File: config.mk
export PLATFORM = sky130hd
export DESIGN_NAME = move_sequencer
export DESIGN_NICKNAME = d
export VERILOG_FILES = /design/src/rtl/move_sequencer.sv
export SDC_FILE = /design/constraint.sdc
export NUM_CORES = 1
export LEC_CHECK = 0
export CORE_ASPECT_RATIO = 0.7
export CORE_MARGIN = 2
export CORE_UTILIZATION = 45
export CTS_BUF_LIST = sky130_fd_sc_hd__clkbuf_2 sky130_fd_sc_hd__clkbuf_4 sky130_fd_sc_hd__clkbuf_8
export DETAILED_ROUTE_END_ITERATION = 8
export PLACE_DENSITY_LB_ADDON = 0.08
export SYNTH_ARGS = -nofsm -noshare
export SYNTH_HDL_FRONTEND = slang
export SYNTH_SLANG_ARGS = --single-unit
File: constraint.sdc
create_clock -name clk -period 3.29 [get_ports clk]
set_input_delay 0.658 -clock clk [delete_from_list [all_inputs] [get_ports clk]]
set_output_delay 0.658 -clock clk [all_outputs]
set_load 0.005 [all_outputs]
File: src/rtl/move_sequencer.sv
// Column-button move sequencer for a 4-column drop game: debounces a single press,
// refuses full columns, issues a one-cycle move strobe and auto-moves on turn timeout.
module move_sequencer #(
    parameter int DEBOUNCE_CYCLES = 4,
    parameter int SETTLE_CYCLES   = 2,
    parameter int TURN_TIMEOUT    = 64
) (
    input  logic        clk,
    input  logic        reset,
    input  logic [3:0]  btn_n,
    input  logic [15:0] gameboard,
    input  logic [1:0]  game_status,
    output logic        move_enable,
    output logic [3:0]  move_column,
    output logic        reject,
    output logic        timeout,
    output logic        busy,
    output logic [4:0]  move_count,
    output logic [2:0]  seq_state
);

    localparam int DBC_W = $clog2(DEBOUNCE_CYCLES + 1);
    localparam int STL_W = $clog2(SETTLE_CYCLES + 1);
    localparam int TMR_W = $clog2(TURN_TIMEOUT + 2);

    typedef enum logic [2:0] {
        S_IDLE     = 3'd0,
        S_DEBOUNCE = 3'd1,
        S_CHECK    = 3'd2,
        S_ISSUE    = 3'd3,
        S_SETTLE   = 3'd4,
        S_WAIT_REL = 3'd5,
        S_OVER     = 3'd6
    } state_t;

    state_t             state_q, state_d;
    logic [1:0]         col_q, col_d;
    logic [DBC_W-1:0]   dbc_q, dbc_d;
    logic [STL_W-1:0]   stl_q, stl_d;
    logic [TMR_W-1:0]   tmr_q, tmr_d;
    logic               move_enable_q, move_enable_d;
    logic [3:0]         move_column_q, move_column_d;
    logic               reject_q, reject_d;
    logic               timeout_q, timeout_d;
    logic               busy_q, busy_d;
    logic [4:0]         move_count_q, move_count_d;

    logic [3:0] full_cols;
    logic       free_any;
    logic [1:0] free_col;
    logic       timer_hit;
    logic       press;
    logic       unused_board;

    // Only the top row tells us whether a column can still take a piece.
    assign full_cols    = gameboard[15:12];
    assign unused_board = ^gameboard[11:0];

    function automatic logic one_low(input logic [3:0] b);
        logic [3:0] inv;
        inv = ~b;
        return (inv != 4'd0) && ((inv & (inv - 4'd1)) == 4'd0);
    endfunction

    function automatic logic [1:0] low_index(input logic [3:0] b);
        logic [1:0] idx;
        idx = 2'd0;
        for (int i = 3; i >= 0; i--) begin
            if (!b[i]) idx = 2'(i);
        end
        return idx;
    endfunction

    function automatic logic [3:0] col_pattern(input logic [1:0] c);
        return ~(4'b0001 << c);
    endfunction

    function automatic logic [4:0] sat_inc(input logic [4:0] n);
        return (n >= 5'd16) ? 5'd16 : n + 5'd1;
    endfunction

    assign press     = one_low(btn_n);
    assign free_any  = (full_cols != 4'b1111);
    assign free_col  = low_index(full_cols);
    assign timer_hit = (TURN_TIMEOUT != 0) && (int'(tmr_q) >= TURN_TIMEOUT - 1);

    always_comb begin
        state_d       = state_q;
        col_d         = col_q;
        dbc_d         = dbc_q;
        stl_d         = stl_q;
        tmr_d         = tmr_q;
        move_enable_d = 1'b0;
        move_column_d = move_column_q;
        reject_d      = 1'b0;
        timeout_d     = 1'b0;
        move_count_d  = move_count_q;

        if (game_status != 2'b00 || state_q == S_OVER) begin
            state_d       = S_OVER;
            move_column_d = 4'b1111;
        end else begin
            case (state_q)
                S_IDLE, S_DEBOUNCE: begin
                    if (timer_hit && free_any) begin
                        // Auto-move preempts any debounce in progress.
                        timeout_d = 1'b1;
                        state_d   = S_ISSUE;
                        col_d     = free_col;
                        dbc_d     = '0;
                        tmr_d     = '0;
                    end else begin
                        if (timer_hit) begin
                            tmr_d = TMR_W'(TURN_TIMEOUT);
                        end else if (TURN_TIMEOUT != 0) begin
                            tmr_d = tmr_q + TMR_W'(1);
                        end
                        if (state_q == S_IDLE) begin
                            if (press) begin
                                col_d   = low_index(btn_n);
                                dbc_d   = DBC_W'(1);
                                state_d = (DEBOUNCE_CYCLES <= 1) ? S_CHECK : S_DEBOUNCE;
                            end
                        end else if (btn_n == col_pattern(col_q)) begin
                            dbc_d = dbc_q + DBC_W'(1);
                            if (int'(dbc_q) + 1 >= DEBOUNCE_CYCLES) begin
                                state_d = S_CHECK;
                            end
                        end else begin
                            dbc_d   = '0;
                            state_d = S_IDLE;
                        end
                    end
                end
                S_CHECK: begin
                    dbc_d = '0;
                    if (full_cols[col_q]) begin
                        reject_d = 1'b1;
                        state_d  = S_WAIT_REL;
                    end else begin
                        move_enable_d = 1'b1;
                        move_column_d = col_pattern(col_q);
                        move_count_d  = sat_inc(move_count_q);
                        tmr_d         = '0;
                        state_d       = S_ISSUE;
                    end
                end
                S_ISSUE: begin
                    tmr_d = '0;
                    // Arriving from a timeout the strobe has not fired yet.
                    if (!move_enable_q) begin
                        move_enable_d = 1'b1;
                        move_column_d = col_pattern(col_q);
                        move_count_d  = sat_inc(move_count_q);
                    end else begin
                        stl_d   = '0;
                        state_d = S_SETTLE;
                    end
                end
                S_SETTLE: begin
                    if (int'(stl_q) >= SETTLE_CYCLES - 1) begin
                        stl_d         = '0;
                        move_column_d = 4'b1111;
                        state_d       = S_WAIT_REL;
                    end else begin
                        stl_d = stl_q + STL_W'(1);
                    end
                end
                S_WAIT_REL: begin
                    if (btn_n == 4'b1111) state_d = S_IDLE;
                end
                default: state_d = S_IDLE;
            endcase
        end

        busy_d = (state_d != S_IDLE);
    end

    always_ff @(posedge clk) begin
        if (reset) begin
            state_q       <= S_IDLE;
            col_q         <= '0;
            dbc_q         <= '0;
            stl_q         <= '0;
            tmr_q         <= '0;
            move_enable_q <= 1'b0;
            move_column_q <= 4'b1111;
            reject_q      <= 1'b0;
            timeout_q     <= 1'b0;
            busy_q        <= 1'b0;
            move_count_q  <= '0;
        end else begin
            state_q       <= state_d;
            col_q         <= col_d;
            dbc_q         <= dbc_d;
            stl_q         <= stl_d;
            tmr_q         <= tmr_d;
            move_enable_q <= move_enable_d;
            move_column_q <= move_column_d;
            reject_q      <= reject_d;
            timeout_q     <= timeout_d;
            busy_q        <= busy_d;
            move_count_q  <= move_count_d;
        end
    end

    assign move_enable = move_enable_q;
    assign move_column = move_column_q;
    assign reject      = reject_q;
    assign timeout     = timeout_q;
    assign busy        = busy_q;
    assign move_count  = move_count_q;
    assign seq_state   = state_q;

endmodule

* Yosys cells after proc, flatten, opt, wreduce, memory -nomap -nowiden
Cells that the tools add are included.
** Word-level totals
- Bits in registers :: 30
- Bits of input ports :: 24
- Output and inout bits :: 16
- Word-level logic and storage cells :: 117
** Operators by class
- Add/subtract/negate cells :: 6
- $lt $le $gt $ge :: 5
- Equal/unequal tests :: 14
- Shift operators :: 1
- Multiplexer cells :: 49
- Bitwise logic cells :: 6
- Reduce and logical (&&, ||, !) cells :: 25
** Operator list (count)
- $mux W3 :: 14
- $mux W2 :: 13
- $mux W7 :: 3
- $pmux W7 S3 :: 1
- $mux W5 :: 3
- $pmux W3 S5 :: 1
- $mux W4 :: 3
- $pmux W4 S3 :: 1
- $reduce_and A4 Y1 :: 3
- $reduce_bool A2 Y1 :: 6
- $pmux W5 S2 :: 1
- $eq A3 B3 Y1 const B :: 3
- $reduce_and A3 Y1 :: 3
- $reduce_bool A3 Y1 :: 3
- $ne A2 B2 Y1 const B :: 4
- $ne A4 B4 Y1 const B :: 2
- $not A4 Y4 :: 2
- $add A7 B1 Y7 const B :: 1
- $ge A7 B6 Y1 const B :: 1
- $eq A3 B2 Y1 const B :: 2
- $pmux W3 S2 :: 1
- $reduce_or A3 Y1 :: 2
- $add A5 B1 Y5 const B :: 1
- $ge A5 B5 Y1 const B :: 1
- 23 further kinds :: 31

* Longest topological paths before layout
Gate-level depths: netlist of run 1.
- Depth after elaboration :: 11
- Mapped depth :: 7
- Depth with buffers taken out :: 6

* Worst setup path after synthesis of run 1
No wires, ideal clock.
- Path kind :: input to register
- Start point :: in gameboard[15]
- End point :: reg move_count_q[3] (netlist: move_count[3])
- Library setup time :: 70 ps
- Path buffers :: 0
- Arrival time :: 2171 ps
- Setup slack :: 1048 ps
- Required time :: 3220 ps
- Stages on the path :: 5
- Cells stage by stage :: mux4_2 > a211oi_4 > nand2_2 > or4_1 > a21oi_1
** On the way
- Word-level cells in the longest chain between the ends :: 4
** RTL lines
- start, declared :: RTL line 11 : input logic [15:0] gameboard,
- $bmux W1 S2 :: RTL line 137 : if (full_cols[col_q]) begin
- $mux W1 (implied by the code) :: RTL line 137
- $ne A2 B2 Y1 (no line)
- $reduce_and A4 Y1 (no line)
- end signal, assigned :: RTL line 203 : move_count_q <= move_count_d;
- end, declared :: RTL line 46 : logic [4:0] move_count_q, move_count_d;
No other way between the ends. The select of a mux whose other input is x is not followed.
A chain may end at the register's enable or synchronous reset.

* Worst setup path after layout of run 1
- Start point :: in gameboard[12]
- End point :: reg move_count_q[3] (netlist: move_count[3])
The elaborated chain is that of the path after synthesis.

==> results of run 1 <==
## stage by stage
stage | instance area [um^2] | util | power [mW] | hold WS (ps)
finish | 2190 | 0.562 | 0.831 | 476
global route | 2190 | 0.562 | 0.867 | 512
CTS | 2190 | 0.562 | 0.838 | 478
detailed placement | 2080 | 0.534 | 0.491 | 464
global placement | 2080 | 0.534 | 0.489 | 448
floorplan | 1810 | - | 0.455 | 430
## worst max-delay path by stage
stage                        startpoint             to  slack (ps)  cells past startpoint
after CTS                 gameboard[15]  move_count[2]         690                      6
after global placement    gameboard[13]  move_count[3]         430                      6
final                     gameboard[12]  move_count[3]         670                      6
after global routing      gameboard[14]  move_count[3]         600                      6
after detailed placement  gameboard[12]  move_count[2]         400                      6
after floorplan           gameboard[15]  move_count[3]        1050                      5
## where the power goes
part	leakage, nW	total (mW)	internal, mW	switching (mW)
clock	0.0575	0.346	0.211	0.135
sequential	0.243	0.380	0.369	0.0111
combinational	0.522	0.104	0.0496	0.0548
total	0.823	0.831	0.630	0.201
## kinds of logic (layout without fill, tap and decap cells)
group | count (synthesis) | count (layout)
adders and majority gates | 6 | 6
AOI/OAI and AO/OA | 48 | 48
buffers and inverters | 19 | 46
and+or+nand+nor | 99 | 99
DFF | 30 | 30
muxes | 7 | 7
xor gates and xnor gates | 5 | 5
## cell usage after synthesis (all sizes together), types with 3 or more instances
cell type	instances
mux2i	6
and4	4
o21ai	7
a31oi	5
clkbuf	3
nor2b	3
a21o	4
a211o	3
xnor2	4
nor3	5
buf	4
inv	10
nand3	4
nand2	20
nand2b	3
and2	3
or2	4
ha	6
a21oi	12
nand4b	4
dfxtp	30
nor2	26
nand3b	7
## cells in the final DEF (no fill, tap or decap), types with 2 or more instances in the layout
master | synthesis | routed
nand2_1 | 19 | 19
a31oi_1 | 5 | 5
o21ai_0 | 7 | 7
o2111ai_1 | 2 | 2
a211o_2 | 2 | 2
or2_2 | 4 | 4
xnor2_1 | 4 | 4
a21o_1 | 4 | 4
or3_1 | 2 | 2
nor2_1 | 26 | 26
nand2b_1 | 3 | 3
dfxtp_1 | 30 | 30
nor3b_1 | 2 | 2
a21oi_1 | 11 | 11
clkdlybuf4s50_1 | 0 | 27
o32ai_1 | 2 | 2
inv_1 | 10 | 10
mux2i_1 | 6 | 6
nor3_1 | 5 | 5
or3b_2 | 2 | 2
nand3_1 | 4 | 4
ha_1 | 6 | 6
nand4b_1 | 4 | 4
nand3b_1 | 7 | 7
nor2b_1 | 3 | 3
nand4_1 | 2 | 2
and4_1 | 4 | 4
and2_1 | 2 | 2
clkbuf_8 | 0 | 8
## registers in the layout (all words and copies together), names as in the netlist
| name | cells |
|---|---|
| move_column | 4 |
| seq_state | 3 |
| tmr_q | 7 |
| move_count | 5 |
| col_q | 2 |
| move_enable | 1 |
| reject | 1 |
| stl_q | 2 |
| dbc_q | 3 |
| busy | 1 |
| timeout | 1 |
## routing by layer
| metal | wire [um] | global-route usage |
|---|---|---|
| met5 | 0 | 0 |
| met3 | 238 | 0.0506 |
| met1 | 1880 | 0.247 |
| met4 | 37 | 0.0557 |
| met2 | 1970 | 0.324 |
## critical path, stage by stage
cell and delay, ps:
clkdlybuf4s50_1 470, mux4_2 560, a211oi_4 360, nand2_2 150, or4_1 480, a21oi_1 140
## area by class of cell
type,count,area share
repair buffers,28,0.127
flip-flops and latches,30,0.274
multi-input cells,165,0.502
clock buffers,8,0.0502
inverters,10,0.0171
well taps,52,0.0297
==> reports/qor.tcl, run 1 <==
set qor(drt_drc) 0
set qor(clock-root-buffer) {clkbuf_8}
set qor(timing.hold.worst.start) {tmr_q[5]}
set qor(timing.critical_path.required_ps) 3490
set qor(timing.hold.worst_endpoint) {tmr_q[5]}
set qor(ir_drop_uv) 293
set qor(synthCells) 214
set qor(totalWireLength_mm) 4.13
set qor(worst_r2r_startpoint) {col_q[1]}
set qor(area_growth_syn_to_layout_pct) 21.1
set qor(holdPathStages) 2
set qor(achievable-frequency_mhz) 382
set qor(multiInputGateArea_um2) 1100
set qor(leading_post_synthesis_cells_by_cell_area) {dfxtp_1, nor2_1, ha_1}
set qor(critical_path.max_fanout) 7
set qor(largest_family_of_logic_cells_by_synthesized_area) {simple AND/OR/NAND/NOR gates}
set qor(filler_cell_count) 356
set qor(wire_length_of_the_first_global_routing_pass_mm) 6.89
set qor(floorplan.rows) 19
set qor(cell_depth_of_the_worst_flop_to_flop_path) 5
set qor(synth_cell_types) 59
set qor(yosysTopAreaCell) {dfxtp_1}
set qor(design.portCount) 40
set qor(worst_slew_pin_slew_ps) 760
set qor(fraction_of_the_mapped_netlist_area_in_compound_gates) 0.191
set qor(cts-resized-gates) 0
set qor(synth-xor-area-share) 0.0242
set qor(postSynthRegisterBits) 30
set qor(layout.area.seq_um2) 601
set qor(fin_skew_ps) 8.38
set qor(worst-setup-path-type) {input port to register}
set qor(yosysWarnings) 0
set qor(power_leakage_nw) 0.823
set qor(setup-tns-final_ps) 0
set qor(drive_above_1_share) 0.104
set qor(cts_max_level) 2
set qor(cts_tree) {yes}
set qor(fp.dieW_um) 79.8
set qor(clk-insertion-delay-late_ps) 280
set qor(holdCritPathClass) {register to register}
set qor(startpoint_type) {input port}
set qor(dpl_worst_slack_ps) 403
set qor(clock_buffer_depth) 2
set qor(dieHeight_um) 57.1
set qor(timing.final.hold_violations) 0
set qor(period_minus_slack_ps) 2620
set qor(grt_pass1_vias) 1528
set qor(slew_violations) 0
set qor(simple_gate_fraction_of_synth_area) 0.306
set qor(vias) 1655
set qor(power_density_nw_per_um2) 379
set qor(dpl.cell_count) 285
set qor(buffer_ports.inserted) 27
set qor(dominantRegCellSynth) {dfxtp_1}
set qor(register_to_register_path_setup_slack_ps) 910
set qor(fp.dieArea_um2) 4550
set qor(postLayoutSetupSlackWorst_ps) 673
set qor(inserted_diodes) 0
set qor(nets) 270
set qor(avgRoutedWirePerCell_um) 14.1
set qor(finalSetupViolCount) 0
set qor(regToRegEndpoint) {move_count[3]}
set qor(number_of_antenna_violations_at_the_first_check_in_global_routing) 0
set qor(cts_hold_repair.buffers) 0
set qor(core-area_um2) 3900
set qor(cts_inserted_buffers) 5
set qor(maxCapViolCount) 0
set qor(number_of_clock_sinks) 30
set qor(worstPathArrival_ps) 2820
set qor(drt_pre_antenna_iters) 4
set qor(status) {completed}
set qor(finalWeightedCongestion) 0.912
set qor(vias_per_cell) 5.65
set qor(number_of_enable_flip_flop_cells_after_synthesis) 0
set qor(timing.final.crit_share) 0.795
set qor(synth-adder-area-share) 0.0415
set qor(maximum_number_of_pins_on_one_net_before_global_route_repair) 13
set qor(synth_top_area_share) 0.332
set qor(grt_setup_unrepaired) {false}
set qor(globalRouteTotalUtil) 0.193
set qor(yosysSeqAreaShare) 0.332
set qor(postCtsSetupRepairBufs) 0
set qor(synth_mux_area_frac) 0.0456
set qor(syn_nets) 244
set qor(slew_headroom) 0.489
set qor(setup.worst_path.end_class) {register}
set qor(synth.cell_area_um2) 1810
set qor(place.detailed.hpwl_mm) 3.11
set qor(detail_route.iter0.violations) 76
set qor(synth_area_per_cell_um2) 8.46
set qor(globalRoute.totalOverflow) 0
set qor(final_cell_count_no_fill) 293
set qor(share_of_flip_flops_with_an_asynchronous_set_or_reset_after_synthesis) 0
set qor(cts.clk_slew.worst_paths_ps) 60
set qor(initial_utilization) 0.464
set qor(number_of_nets_still_failing_antenna_checks_after_routing) 0
No activity file was read; power rests on OpenSTA's default activity.
==> run 2, diff against run 1 <==
Clock period 3.29 ns to 2.65 ns, I/O delays scaled along.
==> run 2 against run 1 <==
Global-route usage rose by 1.9 points; sequential power is 24% higher; critical path depth unchanged; design area increased by 2.4%; combinational power rose by 35%; wire length is 7.9% higher; final cell count is 3.1% higher; count of clock-buffer cells in the layout fell by 1; core utilization grew 1.3 points; register-to-register slack got worse by 600 ps; clock power up 12%; critical path type unchanged; highest routed layer unchanged.
==> reports/qor.tcl, run 2 (synthesis gave the netlist of run 1 again) <==
set qor(core-area_um2) 3900 ;# unchanged
set qor(max_stage_delay_ps) 530 ;# -30 ps
set qor(fp.dieW_um) 79.8 ;# unchanged
set qor(ir_drop_uv) 340 ;# +16%
set qor(floorplan.rows) 19 ;# unchanged
set qor(crit_chain) {clkdlybuf4s50_1 -> mux4_2 -> a211oi_4 -> nand2_2 -> or3_1 -> a221oi_1}
set qor(worst_slew_pin_slew_ps) 638 ;# -122 ps
set qor(achievable-frequency_mhz) 408
set qor(initial_utilization) 0.464 ;# unchanged
set qor(inserted_diodes) 0 ;# unchanged
set qor(number_of_clock_sinks) 30 ;# unchanged
set qor(critical_path.max_fanout) 7 ;# unchanged
set qor(clk-insertion-delay-late_ps) 280 ;# about the same
set qor(cts-resized-gates) 0 ;# unchanged
set qor(cts_max_level) 2 ;# unchanged
set qor(cts_inserted_buffers) 5 ;# unchanged
set qor(startpoint_type) {input port}
set qor(filler_cell_count) 342 ;# -3.9%
set qor(drive_above_1_share) 0.136 ;# +0.0323
set qor(timing.critical_path.required_ps) 2800 ;# -690 ps
set qor(vias_per_cell) 5.61 ;# -0.64%
set qor(number_of_nets_still_failing_antenna_checks_after_routing) 0 ;# unchanged
set qor(holdPathStages) 2 ;# unchanged
set qor(place.detailed.hpwl_mm) 3.39 ;# +8.8%
set qor(vias) 1695 ;# +2.4%
set qor(power_leakage_nw) 0.862 ;# +4.8%
set qor(maxCapViolCount) 0 ;# unchanged
set qor(timing.final.hold_violations) 0 ;# unchanged
set qor(area_after_detailed_placement_um2) 2150 ;# +3.2%
set qor(grt_pass1_vias) 1673 ;# +9.5%
set qor(top_library_cells_by_usage_in_the_layout_fill_and_taps_aside) {dfxtp_1, clkdlybuf4s50_1, nor2_1}
set qor(layout.area.seq_um2) 601 ;# unchanged
set qor(number_of_buffers_and_inverters_on_the_critical_path) 1 ;# unchanged
set qor(detail_route.iter0.violations) 73 ;# -3.9%
set qor(setup-tns-final_ps) 0 ;# unchanged
set qor(postCtsSetupRepairBufs) 0 ;# unchanged
set qor(cts_hold_repair.buffers) 0 ;# unchanged
set qor(worstPathArrival_ps) 2610 ;# -210 ps
set qor(nets) 279 ;# +3.3%
set qor(commonest_non_fill_non_tap_cell_in_the_layout) {dfxtp_1}
set qor(fp.dieArea_um2) 4550 ;# unchanged
set qor(drt_pre_antenna_iters) 4 ;# unchanged
set qor(drt_drc) 0 ;# unchanged
set qor(clock-root-buffer) {clkbuf_8}
set qor(buffer_ports.inserted) 27 ;# unchanged
set qor(globalRoute.totalOverflow) 0 ;# unchanged
set qor(largest_reg_flops) 7 ;# unchanged
set qor(wire_length_of_the_first_global_routing_pass_mm) 7.59 ;# +10%
set qor(totalWireLength_mm) 4.45 ;# +7.9%
set qor(number_of_antenna_violations_at_the_first_check_in_global_routing) 0 ;# unchanged
set qor(slew_headroom) 0.564 ;# +0.0747
set qor(top_cell_family_by_delay_on_the_critical_path) {compound AO/OA/AOI/OAI gates}
set qor(fin_skew_ps) 5.44 ;# -2.94 ps
set qor(worst-setup-path-type) {input port to register}
set qor(crit_slowest_cell) {mux4_2}
set qor(clock_buffer_depth) 2 ;# unchanged
set qor(design.portCount) 40 ;# unchanged
set qor(maximum_number_of_pins_on_one_net_before_global_route_repair) 15 ;# +2
set qor(area_growth_syn_to_layout_pct) 24.0
set qor(grt_setup_unrepaired) {false}
set qor(utilization) 0.576 ;# +0.0135
set qor(status) {completed}
set qor(holdCritPathClass) {register to register}
set qor(register_to_register_path_setup_slack_ps) 310 ;# -600 ps
set qor(timing.final.crit_share) 0.925
set qor(slew_violations) 0 ;# unchanged
set qor(finalSetupViolCount) 0 ;# unchanged
set qor(finalWeightedCongestion) 0.887 ;# -2.7%
set qor(cp.depth) 6 ;# unchanged
set qor(period_minus_slack_ps) 2450
set qor(top_register) {tmr_q}
set qor(cts_tree) {yes}
set qor(multiInputGateArea_um2) 1100 ;# unchanged
set qor(cell_depth_of_the_worst_flop_to_flop_path) 5 ;# unchanged
set qor(finalHoldWorstSlack_ps) 471 ;# -5.25 ps
set qor(final_cell_area_um2) 2240 ;# +2.4%
set qor(cts.clk_slew.worst_paths_ps) 60 ;# about the same
set qor(avgRoutedWirePerCell_um) 14.7 ;# +4.7%
set qor(setup.worst_path.end_class) {register}
set qor(power_density_nw_per_um2) 446 ;# +18%
set qor(dieHeight_um) 57.1 ;# unchanged
set qor(globalRouteTotalUtil) 0.212 ;# +0.0191
set qor(fin_total_pwr_mw) 1.00 ;# +21%
## run 2: changes by cell type in the layout (fill, tap and decap cells not counted), sizes merged
cell	previous run	this run
clkinv	0	1
clkbuf	8	7
buf	1	10
## run 2: worst paths after layout
check | from | endpoint
max | gameboard[15] | move_count[2]
min | dbc_q[1] | dbc_q[1]
max reg2reg | col_q[1] | move_count[2]
min reg2reg | dbc_q[1] | dbc_q[1]
## run 2: stage by stage
step	instances	setup WS, ps
floorplan	214	536
detailed placement	294	-68.9
global placement	294	57.9
CTS	302	209
finish	302	198
global route	302	150
## run 2: layout make-up
type / instances / area share
clock buffers: 7 / 0.0401
clock inverters: 1 / 0.00223
inverters: 10 / 0.0167
multi-input cells: 165 / 0.491
flip-flops and latches: 30 / 0.268
well taps: 52 / 0.0290
repair buffers: 37 / 0.154
## run 2: report_power, final
part / internal, mW / switching, mW / total [mW] / leakage, nW
Clock: 0.219 / 0.169 / 0.389 / 0.0517
Combinational: 0.0687 / 0.0717 / 0.140 / 0.567
Sequential: 0.459 / 0.0134 / 0.472 / 0.243
Total: 0.747 / 0.255 / 1.00 / 0.862
## run 2: routing by layer
layer,track usage,share of wire,vias to the layer above
met4,0.0751,0.018,0
met5,0,0,-
met3,0.0491,0.042,9
met2,0.369,0.48,38
met1,0.260,0.46,795
li1,-,-,853
## run 2: worst reg2reg max path, delay by kind of cell, from the launching register on
family,cells,cell delay [ps]
simple gates,2,470
mux,1,600
compound gates,2,620
flops,1,530
==> run 3, diff against run 2 <==
==> constraint.sdc (replaced) <==
create_clock -name clk -period 2.65 [get_ports clk]
set_input_delay 0.265 -clock clk [delete_from_list [all_inputs] [get_ports clk]]
set_output_delay 0.265 -clock clk [all_outputs]
set_load 0.005 [all_outputs]
==> run 3 against run 2 <==
First-iteration DRC count up 12%; clock skew fell by 2.7 ps; die area stayed put; hold slack better by 6.2 ps; flip-flop and latch count stayed put; wire length is 6.6% lower; largest cell class unchanged.
==> reports/qor.tcl, run 3 (synthesis gave the netlist of run 1 again) <==
set qor(detail_route.iter0.violations) 82 ;# +12%
set qor(timing.final.hold_violations) 0 ;# unchanged
set qor(grt_setup_unrepaired) {false}
set qor(timing.final.crit_share) 0.888 ;# -0.0371
set qor(worst_slew_pin_slew_ps) 590 ;# -48.3 ps
set qor(drt_pre_antenna_iters) 4 ;# unchanged
set qor(totalWireLength_mm) 4.16 ;# -6.6%
set qor(holdPathStages) 2 ;# unchanged
set qor(holdCritPathClass) {register to register}
set qor(grt_pass1_vias) 1446 ;# -14%
set qor(cts_inserted_buffers) 5 ;# unchanged
set qor(startpoint_type) {register}
set qor(ir_drop_uv) 262 ;# -23%
set qor(core-area_um2) 3900 ;# unchanged
set qor(area_after_detailed_placement_um2) 2090 ;# -2.8%
set qor(postCtsSetupRepairBufs) 0 ;# unchanged
set qor(setup-tns-final_ps) 0 ;# unchanged
set qor(crit_slowest_cell) {mux4_2}
set qor(slew_violations) 0 ;# unchanged
set qor(cts_tree) {yes}
set qor(commonest_non_fill_non_tap_cell_in_the_layout) {dfxtp_1}
set qor(setup.worst_path.end_class) {register}
set qor(largest_reg_flops) 7 ;# unchanged
set qor(critical_path.max_fanout) 10 ;# +3
set qor(number_of_nets_still_failing_antenna_checks_after_routing) 0 ;# unchanged
set qor(top_register) {tmr_q}
set qor(fp.dieW_um) 79.8 ;# unchanged
set qor(maximum_number_of_pins_on_one_net_before_global_route_repair) 13 ;# -2
set qor(avgRoutedWirePerCell_um) 14.3 ;# -3.4%
set qor(initial_utilization) 0.464 ;# unchanged
set qor(drt_drc) 0 ;# unchanged
set qor(cts_max_level) 2 ;# unchanged
set qor(timing.critical_path.required_ps) 2860 ;# +60 ps
set qor(wire_length_of_the_first_global_routing_pass_mm) 6.76 ;# -11%
set qor(maxCapViolCount) 0 ;# unchanged
set qor(cts_hold_repair.buffers) 0 ;# unchanged
set qor(cts-resized-gates) 0 ;# unchanged
set qor(fp.dieArea_um2) 4550 ;# unchanged
set qor(buffer_ports.inserted) 27 ;# unchanged
set qor(worstPathArrival_ps) 2560 ;# -50 ps
set qor(power_leakage_nw) 0.812 ;# -5.8%
set qor(vias) 1678 ;# -1.0%
set qor(finalSetupViolCount) 0 ;# unchanged
set qor(max_stage_delay_ps) 640 ;# +110 ps
set qor(power_density_nw_per_um2) 444 ;# -0.40%
set qor(cts.clk_slew.worst_paths_ps) 60 ;# about the same
set qor(nets) 271 ;# -2.9%
set qor(dieHeight_um) 57.1 ;# unchanged
set qor(inserted_diodes) 0 ;# unchanged
set qor(final_cell_area_um2) 2170 ;# -3.2%
set qor(finalWeightedCongestion) 0.908 ;# +2.3%
set qor(period_minus_slack_ps) 2350 ;# -98.2 ps
set qor(fin_skew_ps) 2.72 ;# -2.72 ps
set qor(number_of_clock_sinks) 30 ;# unchanged
set qor(number_of_antenna_violations_at_the_first_check_in_global_routing) 0 ;# unchanged
set qor(achievable-frequency_mhz) 425 ;# +4.2%
set qor(status) {completed}
set qor(worst-setup-path-type) {register to register}
set qor(drive_above_1_share) 0.100 ;# -0.0360
set qor(place.detailed.hpwl_mm) 3.14 ;# -7.2%
set qor(clock-root-buffer) {clkbuf_8}
set qor(slew_headroom) 0.597 ;# +0.0330
set qor(floorplan.rows) 19 ;# unchanged
set qor(cell_depth_of_the_worst_flop_to_flop_path) 5 ;# unchanged
set qor(area_growth_syn_to_layout_pct) 20.0
set qor(design.portCount) 40 ;# unchanged
set qor(crit_chain) {mux4_2 -> a211oi_4 -> nand2_2 -> or4_1 -> a21oi_1}
set qor(globalRoute.totalOverflow) 0 ;# unchanged
set qor(clk-insertion-delay-late_ps) 280 ;# about the same
set qor(clock_buffer_depth) 2 ;# unchanged
set qor(globalRouteTotalUtil) 0.191 ;# -0.0214
set qor(top_library_cells_by_usage_in_the_layout_fill_and_taps_aside) {dfxtp_1, clkdlybuf4s50_1, nor2_1}
set qor(vias_per_cell) 5.75 ;# +2.4%
==> run 3: cell count changes in the layout (fill, tap and decap cells not counted) <==
| cell | previous run | this run |
|---|---|---|
| buf_4 | 10 | 2 |
| clkinv_2 | 1 | 0 |
| clkbuf_4 | 1 | 0 |
==> run 3: power by group <==
group          internal [mW]  total (mW)  switching [mW]  leakage (nW)
logic                 0.0623       0.131          0.0683         0.526
registers              0.459       0.472          0.0134         0.243
clock network          0.200       0.362           0.162        0.0431
total                  0.721       0.965           0.244         0.812
==> run 3: layout make-up <==
| type | count | area [um^2] |
|---|---|---|
| Tap cell | 52 | 65.1 |
| Timing Repair Buffer | 29 | 285 |
| Inverter | 10 | 37.5 |
| Clock buffer | 6 | 82.6 |
| Multi-Input combinational cell | 165 | 1100 |
| Fill cell | 378 | 1730 |
| Sequential cell | 30 | 601 |
==> run 3: per-layer routing <==
layer	share of wire	vias up	track usage
met5	0	-	0
met4	0.0091	0	0.0630
met3	0.055	6	0.0538
met2	0.48	48	0.305
met1	0.46	792	0.252
li1	-	832	-
==> run 3: worst paths after layout <==
check            from       endpoint  slack (ps)
min reg2reg  dbc_q[1]       dbc_q[1]         480
max reg2reg  col_q[1]  move_count[3]         300
min          dbc_q[1]       dbc_q[1]         480
max          col_q[1]  move_count[3]         300
==> run 3: critical path: cells and delay by family, from the launching register on <==
family          cells  cell delay (ps)
mux                 1              640
simple gates        2              630
flops               1              530
compound gates      2              490
==> run 3: through the flow <==
stage           util  hold slack (ps)  std cells  power [mW]  setup slack [ps]
2_1_floorplan      -              411        214       0.565               609
3_3_place_gp   0.536              449        286       0.608               192
3_5_place_dp   0.536              466        286       0.611               143
4_1_cts        0.557              475        292       0.972               289
5_1_grt        0.557              490        292        1.01               151
6_report       0.557              477        292       0.965               296
